## config.mk

```make
export PLATFORM = sky130hd
export DESIGN_NAME = dmem_responder
export DESIGN_NICKNAME = d
export VERILOG_FILES = /design/src/rtl/dmem_responder.sv
export SDC_FILE = /design/constraint.sdc
export NUM_CORES = 2
export LEC_CHECK = 0
export BUFFER_PORTS_ARGS = -buffer_cell sky130_fd_sc_hd__buf_4
export CORE_MARGIN = 3
export CORE_UTILIZATION = 40
export CTS_CLUSTER_DIAMETER = 60
export DETAILED_ROUTE_END_ITERATION = 8
export PLACE_DENSITY = 0.52
export SYNTH_ARGS = -nofsm -noshare
export SYNTH_HDL_FRONTEND = slang
export SYNTH_SLANG_ARGS = --single-unit
```

## constraint.sdc

```tcl
create_clock -name clk -period 4.25 [get_ports clk]
set_input_delay 0.6375 -clock clk [delete_from_list [all_inputs] [get_ports clk]]
set_output_delay 0.6375 -clock clk [all_outputs]
set_load 0.02 [all_outputs]
```

## src/rtl/dmem_responder.sv

```systemverilog
// Single-port data memory responder for an RV32I core: one request in flight, IDLE -> ACCESS -> RESP.
// Define DMEM_MISALIGN_ERR_EN to reject misaligned half/word accesses instead of force-aligning them.
module dmem_responder #(
  parameter int ADDR_BITS = 6
) (
  input  logic        clk,
  input  logic        rst_n,
  input  logic        req_valid,
  output logic        req_ready,
  input  logic        req_we,
  input  logic [31:0] req_addr,
  input  logic [31:0] req_wdata,
  input  logic [2:0]  req_funct3,
  output logic        rsp_valid,
  input  logic        rsp_ready,
  output logic [31:0] rsp_rdata,
  output logic        rsp_err
);

  typedef enum logic [1:0] {IDLE, ACCESS, RESP} state_t;

  state_t               state_q;
  logic                 we_q;
  logic [ADDR_BITS+1:0] addr_q;
  logic [31:0]          wdata_q;
  logic [2:0]           funct3_q;
  logic [31:0]          rdata_q;
  logic                 err_q;

  logic [31:0] mem [2**ADDR_BITS];

  logic [ADDR_BITS-1:0] idx_d;
  logic [1:0]           off_d;
  logic                 bad_d;
  logic [3:0]           be_d;
  logic [31:0]          wshift_d;
  logic [31:0]          rdata_d;
  logic [31:0]          word_d;
  logic [31:0]          bytesh_d;
  logic [15:0]          half_d;

  // Upper address bits wrap modulo the memory depth.
  logic unused_addr;
  assign unused_addr = ^req_addr[31:ADDR_BITS+2];

  assign req_ready = (state_q == IDLE);
  assign rsp_valid = (state_q == RESP);
  assign rsp_rdata = rdata_q;
  assign rsp_err   = err_q;

  always_comb begin
    idx_d    = addr_q[ADDR_BITS+1:2];
    word_d   = mem[idx_d];
    off_d    = addr_q[1:0];
    bad_d    = 1'b0;
    be_d     = 4'b0000;
    wshift_d = '0;
    rdata_d  = '0;
    bytesh_d = '0;
    half_d   = '0;

    case (funct3_q[1:0])
      2'b01: begin
`ifdef DMEM_MISALIGN_ERR_EN
        if (addr_q[0]) bad_d = 1'b1;
`else
        off_d[0] = 1'b0;
`endif
      end
      2'b10: begin
`ifdef DMEM_MISALIGN_ERR_EN
        if (addr_q[1:0] != 2'b00) bad_d = 1'b1;
`else
        off_d = 2'b00;
`endif
      end
      2'b11:   bad_d = 1'b1;
      default: ;
    endcase
    // Only LBU/LHU use funct3[2]; every store with it set is illegal.
    if (funct3_q[2] && (we_q || funct3_q[1])) bad_d = 1'b1;

    if (!bad_d) begin
      if (we_q) begin
        case (funct3_q[1:0])
          2'b00: begin
            be_d     = 4'b0001 << off_d;
            wshift_d = {4{wdata_q[7:0]}};
          end
          2'b01: begin
            be_d     = 4'b0011 << off_d;
            wshift_d = {2{wdata_q[15:0]}};
          end
          default: begin
            be_d     = 4'b1111;
            wshift_d = wdata_q;
          end
        endcase
      end else begin
        bytesh_d = word_d >> {off_d, 3'b000};
        half_d   = off_d[1] ? word_d[31:16] : word_d[15:0];
        case (funct3_q[1:0])
          2'b00:   rdata_d = funct3_q[2] ? {24'b0, bytesh_d[7:0]}
                                         : {{24{bytesh_d[7]}}, bytesh_d[7:0]};
          2'b01:   rdata_d = funct3_q[2] ? {16'b0, half_d}
                                         : {{16{half_d[15]}}, half_d};
          default: rdata_d = word_d;
        endcase
      end
    end
  end

  always_ff @(posedge clk or negedge rst_n) begin
    if (!rst_n) begin
      state_q  <= IDLE;
      we_q     <= 1'b0;
      addr_q   <= '0;
      wdata_q  <= '0;
      funct3_q <= '0;
      rdata_q  <= '0;
      err_q    <= 1'b0;
    end else begin
      case (state_q)
        IDLE: begin
          if (req_valid) begin
            we_q     <= req_we;
            addr_q   <= req_addr[ADDR_BITS+1:0];
            wdata_q  <= req_wdata;
            funct3_q <= req_funct3;
            state_q  <= ACCESS;
          end
        end
        ACCESS: begin
          rdata_q <= rdata_d;
          err_q   <= bad_d;
          state_q <= RESP;
        end
        RESP: begin
          if (rsp_ready) begin
            rdata_q <= '0;
            err_q   <= 1'b0;
            state_q <= IDLE;
          end
        end
        default: state_q <= IDLE;
      endcase
    end
  end

  // No reset on the array; a reset during ACCESS has already forced IDLE, so nothing is written.
  always_ff @(posedge clk) begin
    if (rst_n && state_q == ACCESS) begin
      for (int b = 0; b < 4; b++) begin
        if (be_d[b]) mem[idx_d][8*b +: 8] <= wshift_d[8*b +: 8];
      end
    end
  end

endmodule
```

==> results_dict.tcl <==
set metrics [dict create \
    status "finished, final reports clean" \
    yosysWarnings 0 \
    fin_cells 8232 \
    ir_drop_uv 596 \
    use_met1_pct 39.8 \
    hold_depth 3 \
    clock_latency_ns 0.89 \
    drc 0 \
    initial_core_util_pct 40.5 \
    ant_nets 0 \
    use_met3_pct 6.52 \
    min_period_ns 4.23 \
    synth_edf_count 2048 \
    synth_area_um2 81300 \
    grt-busiest-layer "met2" \
    cp-end-kind "register" \
    synth_top_area_cell "edfxtp_1" \
    synth-seq-cells 2127 \
    syn_area_per_cell_um2 17.0 \
    grt_first_pass_wirelength_um 403000 \
    die-area_um2 209000 \
    grt_setup_unrepaired "false" \
    holdCritPathClass "in2reg" \
    skew_ns 0.0303 \
    synth_common_cells "edfxtp_1 (2048), a22oi_1 (379), nor2_1 (360)" \
    required_ns 4.97 \
    cts_root_buf "clkbuf_16" \
    cp_data_arrival_time_ns 4.95 \
    finalMaxSlewViolations 0 \
    first_iter_violations 7513 \
    post_drt_wl_per_cell_um 35.8 \
    worst_slack_ns 0.0193 \
    ioPinCount 107 \
    num_rows 164 \
    cts.path.max_buffers 3 \
    drive_gt1_share_pct 21.6 \
    min_period_over_period_pct 99.5 \
    htree_levels 4 \
    setup_viol 0 \
    drt_wl_total_um 295000 \
    met2_usage_pct 40.9 \
    netlist_instances 4795 \
    max_cap_viol_count 0 \
    area_delta_synth_final_pct 18.9 \
    clock-sinks 2127 \
    dp_hpwl_um 187000 \
    vias 50800 \
    pre_cts_ws_ns 0.139 \
    p_per_area_nw_per_um2 720 \
    p_total_mw 69.7 \
    finalHoldViolCount 0 \
    postCtsSetupRepairBufs 0 \
    synth_top_area_share_pct 75.6 \
    tightest_slew_ns 1.15 \
    grt_use_total_pct 27.7 \
    cts_tree "done" \
    die_x_um 457 \
    r2r_cells 11 \
    setup_tns_ns 0 \
    cp-start-kind "register" \
    r2r-start "addr_q[4]" \
    syn_nets 4871 \
    hp-start "rsp_ready" \
    crit_path_max_fanout 20 \
    p_leak_nw 31.6 \
    grt_max_degree 68 \
    antenna_found_initial 27 \
    synthArstFlopShare_pct 3.71 \
    seq_area_frac_synth_pct 78.0 \
    die-height_um 457 \
    synth_most_common_cell "edfxtp_1" \
    min_to "state_q[1]" \
    fmax_mhz 236 \
    drt_first_pass_iters 6 \
    grt_remaining_overflow 0 \
    reg2reg_to "rsp_rdata[7]" \
    viasPerCell 6.17 \
    r2r_setup_slack_ns 0.02 \
    clk_pin_slew_ns 0.06 \
    gp_congestion 0.907 \
    synth_cell_type_count 76 \
    ys_top_cells_by_area "edfxtp_1 (76%), a22oi_1 (3.5%), dfrtp_1 (2.4%)" \
    cts_buffers 222 \
    dp_cells 7759 \
    final_nets 5445 \
    grt_pass1_vias 48000 \
    coreArea_um2 201000 \
    port_buffers 82 \
    path_class "reg2reg" \
    max_slew_margin_pct 22.2 \
    synth_ff_type "edfxtp_1" \
]
[how the worst max path moves through the flow]
stage | slack (ns) | cells after the start | from | to
6_report | 0.02 | 11 | addr_q[4] | rsp_rdata[7]
5_1_grt | 0.007 | 11 | addr_q[4] | rsp_rdata[24]
4_1_cts | 0.11 | 11 | addr_q[4] | rsp_rdata[7]
3_5_place_dp | 0.14 | 11 | addr_q[4] | rsp_rdata[7]
3_3_place_gp | 0.19 | 13 | addr_q[3] | rsp_rdata[0]
2_1_floorplan | 0.41 | 6 | funct3_q[0] | mem[0][31]
[where the power goes]
group | switching, mW | internal (mW)
clock network | 8.26 | 10.5
registers | 0.741 | 25.8
logic | 17.2 | 7.15
total | 26.2 | 43.5
[stage by stage]
stage	utilization (%)	area, µm²	hold WS (ns)
after CTS	48.1	96700	0.0439
after global routing	48.1	96700	0.105
after global placement	44.5	89300	0.478
after floorplan	-	81300	0.342
after detailed placement	44.5	89300	0.496
final	48.2	96800	0.0995
[final cells by class]
cell class	instances	area, µm²
antenna	17	42.5
clock buffer	277	5830
tap	2656	3320
multi-input combinational	2323	16700
inverter	10	41.3
clock inverter	137	1150
timing repair buffer	685	6210
fill	17000	104000
sequential	2127	63500
[worst max-delay path: stages, from the launching register on]
cell       delay [ns]
dfrtp_4          0.77
buf_4            0.25
buf_12           0.19
mux2i_1          0.24
o22ai_1          0.11
a31o_2           0.23
o21ai_0          0.46
nand4_1          0.52
nor4bb_1         0.57
a2111oi_0        0.21
nor3_1           0.31
o21ai_0          0.14
[layout by cell type, fill, tap and decap left out, types with 15 or more instances in the layout]
cell              n
nand2_1         233
clkbuf_16       223
dlygate4sd3_1    42
a22o_1           99
clkinv_1         63
buf_4           566
clkinv_2         39
clkbuf_1         49
mux4_2           27
dfrtp_1          76
nand3_1          37
nor2_1          353
a22oi_1         379
a222oi_1         24
mux2_2          131
a31oi_1         103
a21oi_4          17
and2_1           15
buf_12           77
a221o_1          35
mux2i_1         155
o21ai_0         101
diode_2          17
a221oi_1        193
a21oi_1         110
nand4_1          29
edfxtp_1       2048
o22ai_1          42
[cell families after synthesis]
group           share of synthesized area, %
mux                                     4.55
buf+inv                                 2.06
simple gates                            4.17
flops                                   78.0
fa+ha+maj                             0.0615
compound gates                          11.1
[registers in the layout (all words and copies together), names as in the netlist]
register   cells
addr_q         8
state_q        2
wdata_q       32
rsp_rdata     32
we_q           1
rsp_err        1
mem         2048
funct3_q       3
[routing by layer]
| layer | wire (µm) | share of wire, % |
|---|---|---|
| met4 | 11800 | 4.0 |
| met2 | 130000 | 44 |
| met3 | 31700 | 11 |
| met5 | 106 | 0.036 |
| met1 | 121000 | 41 |
[repair_timing]
item / 4_1_cts / 5_1_grt
hold endpoints to repair: 64 / 0
endpoints found under the setup margin: 0 / 2
hold buffers: 42 / 0
resized for setup: 0 / 2
No activity file was read; power rests on OpenSTA's default activity.
